===== config.mk =====
export PLATFORM = sky130hd
export DESIGN_NAME = reg_file_sb
export DESIGN_NICKNAME = d
export VERILOG_FILES = /design/src/rtl/reg_file_sb.sv
export SDC_FILE = /design/constraint.sdc
export NUM_CORES = 1
export LEC_CHECK = 0
export ABC_AREA = 0
export CAP_MARGIN = 20
export CORE_ASPECT_RATIO = 0.75
export CORE_MARGIN = 4
export CORE_UTILIZATION = 26
export CTS_CLUSTER_DIAMETER = 50
export DETAILED_ROUTE_END_ITERATION = 10
export DONT_BUFFER_PORTS = 1
export PLACE_DENSITY_LB_ADDON = 0.15
export SLEW_MARGIN = 20
export SYNTH_ARGS = -nofsm -noshare
export SYNTH_HDL_FRONTEND = slang
export SYNTH_SLANG_ARGS = --single-unit

===== constraint.sdc =====
create_clock -name clk -period 5.3 [get_ports clk]
set_clock_uncertainty 0.15 [all_clocks]
set_input_delay 0.53 -clock clk [delete_from_list [all_inputs] [get_ports clk]]
set_output_delay 0.53 -clock clk [all_outputs]
set_load 0.005 [all_outputs]

===== src/rtl/reg_file_sb.sv =====
// ---------------------------------------------------------------------------
// reg_file_sb
// Register file for the RISCVX core with a per-register busy scoreboard.
// - Two combinational read ports, one write-back port.
// - Optional write-to-read bypass (BYPASS) and optional hardwired x0 (ZERO_REG).
// - The storage array has no reset. After reset it is cleared one register per
//   cycle, so it can map onto LUTRAM. The block is not ready during that time.
//
// Parameters
//   XLEN      data width of each register
//   AW        address width, NREGS = 2**AW
//   ZERO_REG  1: reg 0 reads 0, is never written and is never busy
//   BYPASS    1: same-cycle write-back data is forwarded to the read ports
//
// Ports
//   clk       clock, rising edge
//   rst       asynchronous reset, active-high
//   ready     1 once the post-reset clear has finished
//   rs1_addr  read port 1 address
//   rs1_data  read port 1 data
//   rs1_busy  read port 1 register has a write pending
//   rs2_addr  read port 2 address
//   rs2_data  read port 2 data
//   rs2_busy  read port 2 register has a write pending
//   issue_vld an instruction writing issue_rd issues this cycle
//   issue_rd  destination register of the issued instruction
//   wb_vld    write-back valid
//   wb_rd     write-back register address
//   wb_data   write-back data
//   flush     clear every busy bit
// ---------------------------------------------------------------------------
module reg_file_sb #(
    parameter int XLEN     = 32,
    parameter int AW       = 5,
    parameter int ZERO_REG = 1,
    parameter int BYPASS   = 1
) (
    input  logic            clk,
    input  logic            rst,
    output logic            ready,
    input  logic [AW-1:0]   rs1_addr,
    output logic [XLEN-1:0] rs1_data,
    output logic            rs1_busy,
    input  logic [AW-1:0]   rs2_addr,
    output logic [XLEN-1:0] rs2_data,
    output logic            rs2_busy,
    input  logic            issue_vld,
    input  logic [AW-1:0]   issue_rd,
    input  logic            wb_vld,
    input  logic [AW-1:0]   wb_rd,
    input  logic [XLEN-1:0] wb_data,
    input  logic            flush
);

    localparam int NREGS = 1 << AW;
    localparam logic [AW-1:0] LAST_REG  = AW'(NREGS - 1);
    localparam logic [AW-1:0] FIRST_REG = AW'(ZERO_REG);

    typedef enum logic {
        S_INIT = 1'b0,
        S_RUN  = 1'b1
    } state_t;

    state_t            state;
    state_t            state_nxt;
    logic [AW-1:0]     clr_cnt;
    logic [AW-1:0]     clr_cnt_nxt;
    logic [NREGS-1:0]  busy;
    logic [NREGS-1:0]  busy_nxt;
    logic [XLEN-1:0]   regs [NREGS];

    logic              run;
    logic              we;
    logic [AW-1:0]     waddr;
    logic [XLEN-1:0]   wdata;
    logic              wb_ok;
    logic              hit1;
    logic              hit2;
    logic              zero1;
    logic              zero2;

    assign run   = (state == S_RUN);
    assign ready = run;

    // A write-back to x0 is dropped when x0 is hardwired.
    assign wb_ok = wb_vld && !((ZERO_REG != 0) && (wb_rd == '0));

    // ------------------------------------------------------------------
    // Control state: FSM, clear counter, busy scoreboard
    // ------------------------------------------------------------------
    always_ff @(posedge clk or posedge rst) begin
        if (rst) begin
            state   <= S_INIT;
            clr_cnt <= FIRST_REG;
            busy    <= '0;
        end else begin
            state   <= state_nxt;
            clr_cnt <= clr_cnt_nxt;
            busy    <= busy_nxt;
        end
    end

    always_comb begin
        state_nxt   = state;
        clr_cnt_nxt = clr_cnt;
        case (state)
            S_INIT: begin
                // The counter stops at the last register instead of wrapping.
                if (clr_cnt == LAST_REG) begin
                    state_nxt = S_RUN;
                end else begin
                    clr_cnt_nxt = clr_cnt + 1'b1;
                end
            end
            S_RUN: begin
                state_nxt = S_RUN;
            end
            default: begin
                state_nxt = S_INIT;
            end
        endcase
    end

    // Flush beats everything. Issue is applied after write-back so that a
    // younger writer to the same register keeps it busy.
    always_comb begin
        busy_nxt = busy;
        if (run) begin
            if (flush) begin
                busy_nxt = '0;
            end else begin
                if (wb_vld) begin
                    busy_nxt[wb_rd] = 1'b0;
                end
                if (issue_vld) begin
                    busy_nxt[issue_rd] = 1'b1;
                end
            end
        end
        if (ZERO_REG != 0) begin
            busy_nxt[0] = 1'b0;
        end
    end

    // ------------------------------------------------------------------
    // Storage array (no reset): INIT clear or RUN write-back
    // ------------------------------------------------------------------
    always_comb begin
        we    = 1'b0;
        waddr = wb_rd;
        wdata = wb_data;
        if (!run) begin
            we    = 1'b1;
            waddr = clr_cnt;
            wdata = '0;
        end else if (wb_ok) begin
            we = 1'b1;
        end
    end

    always_ff @(posedge clk) begin
        if (we && !rst) begin
            regs[waddr] <= wdata;
        end
    end

    // ------------------------------------------------------------------
    // Read ports
    // ------------------------------------------------------------------
    assign hit1  = (BYPASS != 0) && wb_vld && (wb_rd == rs1_addr);
    assign hit2  = (BYPASS != 0) && wb_vld && (wb_rd == rs2_addr);
    assign zero1 = (ZERO_REG != 0) && (rs1_addr == '0);
    assign zero2 = (ZERO_REG != 0) && (rs2_addr == '0);

    always_comb begin
        rs1_data = '0;
        if (run && !zero1) begin
            rs1_data = hit1 ? wb_data : regs[rs1_addr];
        end
    end

    always_comb begin
        rs2_data = '0;
        if (run && !zero2) begin
            rs2_data = hit2 ? wb_data : regs[rs2_addr];
        end
    end

    // A bypassed write-back satisfies the pending write in the same cycle.
    assign rs1_busy = run && busy[rs1_addr] && !hit1;
    assign rs2_busy = run && busy[rs2_addr] && !hit2;

endmodule


==> results by group <==
Pwr
  • Power per cell area: between 300 and 400 nW/um2
  • VDD IR max: between 300 and 400 uV
  • Lkg Pwr: between 15 and 20 nW

Clocking
  • H-tree depth: 4
  • Post-CTS setup buffer count: 0
  • CTS clock-pin slew for the worst setup and hold paths: roughly 0.060 ns
  • Clk sink count: about 1.1k
  • TritonCTS clock tree: done
  • Root Driver: clkbuf_16
  • Cts bufs inserted: between 100 and 150
  • Clk Latency, worst-skew pair: around 0.77 ns
  • Clock tree buffer depth: 3

Critical path
  • Worst R2R Path Depth: 6
  • CP required: 4.62 ns
  • Critical-path cell list: inv_1, a311oi_4, a21boi_0, a221o_1
  • Launching point of the worst reg2reg path: ready$_DFF_PP0_
  • Crit Reg-Reg Endpoint: regs[20][5]$_DFFE_PP_
  • Worst setup EP type: primary output
  • Crit. Startpoint: ready$_DFF_PP0_
  • Critical path class: flip-flop to primary output
  • Critical path's slowest cell: a311oi_4
  • Critical Path Start Type: flip-flop
  • Critical Path Fanout Max: 33
  • FF-to-FF setup slack: around 1.4 ns
  • Arr. time, crit path: 3.69 ns
  • Critical Path Sink: rs2_data[22]
  • Max incr delay on CP: between 0.9 and 1 ns

STA
  • RSZ-0062 raised after global routing: no
  • Sum Neg Setup Slack: 0 ns
  • Worst Max-Slew Pin Slew: ~1.4 ns
  • Pins Over Slew Limit: 0
  • Hold Vio Cnt, Final: 0
  • Post-route minimum period: around 4.4 ns
  • Finish-stage setup viols: 0
  • Slew headroom: 3.64%
  • Fmax: approximately 230 MHz
  • Final Cycle Share: roughly 82%

Logic synthesis
  • Main flop type after synthesis: edfxtp_1
  • Post-synth ARST share: roughly 3.5%
  • Post-synth EDFFs: 1024
  • Netlist cell types: 69
  • Syn Nets: between 2k and 3k
  • Synth warnings: 0
  • Syn avg cell area: ~19 um2
  • Cells after synthesis: ~2.7k
  • Largest area contributor in the netlist: edfxtp_1
  • Flops & latches, synth: 1061
  • Count leader, synth: edfxtp_1
  • Yosys top cell area share: 60.0%
  • Commonest cells in the netlist: edfxtp_1 (1024), mux4_2 (495), mux2i_1 (190)
  • Top cells by area, synth: edfxtp_1 (60%), mux4_2 (22%), mux2i_1 (3.7%)
  • Mapped Area: between 50000 and 60000 um2
  • Seq/Total Area, Yosys: between 60% and 70%

Hold path
  • Worst hold path type: primary input to flip-flop
  • Min-delay src: wb_data[5]

Flow run
  • Maxcap violations: 0

Place
  • GPL Wtd Cong: around 0.76
  • I/O Buffers: 0
  • Detailed Place HPWL: 107000 um
  • DP Area: around 54000 um2

Layout
  • P&R area growth vs syn: 15.2%
  • Ratio of cells with drive above 1 in the final layout: between 30% and 40%
  • Final nets: ~2.8k
  • Final core utilization: between 30% and 40%
  • Cell area after layout: slightly below 60000 um2

Global route
  • First-pass GRT wire length: around 260000 um
  • Total gr overflow: 0
  • Largest net degree at the start of global routing: between 300 and 400
  • Total Routing Usage GR: a little under a fifth
  • Initial antenna violation count: 8
  • Vias in the first global route: between 30k and 40k

Floorplan
  • Core area: between 150000 and 200000 um2
  • Chip width: between 500 and 600 um
  • Die Y: around 400 um
  • Boundary pin count: 124
  • Initial Util: 26.3%
  • Num rows: 140
  • DIE AREA: ~200000 um2

Detailed routing
  • DR vias/cell: ~5.4
  • Final WL: ~190000 um
  • DR DRC count: 0
  • DR iter-0 viols: between 2k and 3k
  • Detail Route Antenna Nets: 0
  • Via Count: just under 30k
  • First-pass DRT Iterations: 8
  • Drt wl/cell: approximately 35 um

Run status
  • Run status: finished clean
-- critical path, delay by kind of cell (launching register included) --
| family | cells | cell delay, ns |
|---|---|---|
| AO/OA/AOI/OAI | 3 | 1.73 |
| buffers and inverters | 1 | 0.33 |
| flip-flops | 1 | 0.82 |
-- final cells by class --
cell class / count / area, um2
antenna: 2 / 5.00
multi-input combinational: 1397 / 18500
fill: 18791 / 136000
tap: 2627 / 3290
clock inverter: 83 / 981
clock buffer: 160 / 3470
inverter: 10 / 37.5
timing repair buffer: 100 / 1040
sequential: 1061 / 31700
-- layer usage --
| layer | up-vias | part of all wire (%) | track usage (%) |
|---|---|---|---|
| li1 | 11618 | - | - |
| met4 | 0 | 2.6 | 5.18 |
| met3 | 242 | 5.6 | 2.92 |
| met5 | - | 0 | 0 |
| met1 | 16212 | 44 | 25.2 |
| met2 | 1106 | 48 | 29.8 |
-- what timing repair did --
item / 4_1_cts / 5_1_grt
hold buffers: 20 / 0
hold endpoints to repair: 68 / 0
resized for setup: 0 / 0
-- metrics by stage --
step                      std cells  total power [mW]  hold WS [ns]  setup WS, ns
after floorplan                2678              10.4         0.325          1.56
after global placement         5171              10.6         0.351          1.23
after detailed placement       5173              10.6         0.370          1.36
after CTS                      5436              20.0       0.00401         0.793
after global routing           5438              20.4        0.0494         0.764
final                          5440              19.8        0.0835         0.935
-- power breakdown --
group	switching (mW)	leakage (nW)	internal, mW
logic	0.657	6.69	0.593
registers	0.00445	9.70	9.21
clock network	3.82	2.15	5.47
-- worst min path at each step --
stage	to	slack, ns	depth (start not counted)
5_1_grt	regs[11][6]$_DFFE_PP_	0.05	1
6_report	regs[22][5]$_DFFE_PP_	0.08	1
3_3_place_gp	busy[20]$_DFFE_PP0P_	0.35	2
4_1_cts	busy[4]$_DFFE_PP0P_	0.004	3
2_1_floorplan	clr_cnt[3]$_DFFE_PP0P_	0.33	1
3_5_place_dp	busy[30]$_DFFE_PP0P_	0.37	2
-- logic make-up (layout without fill, tap and decap cells) --
kind of cell,after synthesis,after routing,share of synthesized area [%]
compound gates,317,317,4.16
xor+xnor,13,13,0.222
fa+ha+maj,2,2,0.0488
buf+inv,220,353,2.74
flops,1061,1061,61.8
mux,756,756,28.1
other cells,0,2,0
simple gates,309,309,2.84
-- cell usage in the layout (no fill, tap or decap), types with 6 or more instances in the layout --
cell	n
a211oi_1	42
a21oi_1	57
a221o_1	17
a221oi_1	23
a22oi_1	19
a32oi_1	9
and2_1	20
and2_2	17
and3_1	14
buf_12	15
buf_4	61
bufinv_16	15
clkbuf_1	23
clkbuf_16	133
clkinv_1	17
clkinv_2	19
clkinv_4	6
clkinvlp_4	9
dfrtp_1	35
dlygate4sd3_1	20
edfxtp_1	1024
inv_6	7
mux2_2	33
mux2i_1	190
mux4_1	38
mux4_2	495
nand2_1	72
nand2b_1	8
nand3_1	19
nor2_1	71
nor2_4	35
nor3_1	21
o21ai_0	94
o221ai_1	9
o22ai_1	14
xor2_1	8
-- state kept, by name, indices dropped and copies added (netlist names) --
| register | cells |
|---|---|
| busy | 31 |
| clr_cnt | 5 |
| ready | 1 |
| regs | 1024 |
Note: power is estimated with default switching activity, not from simulation.
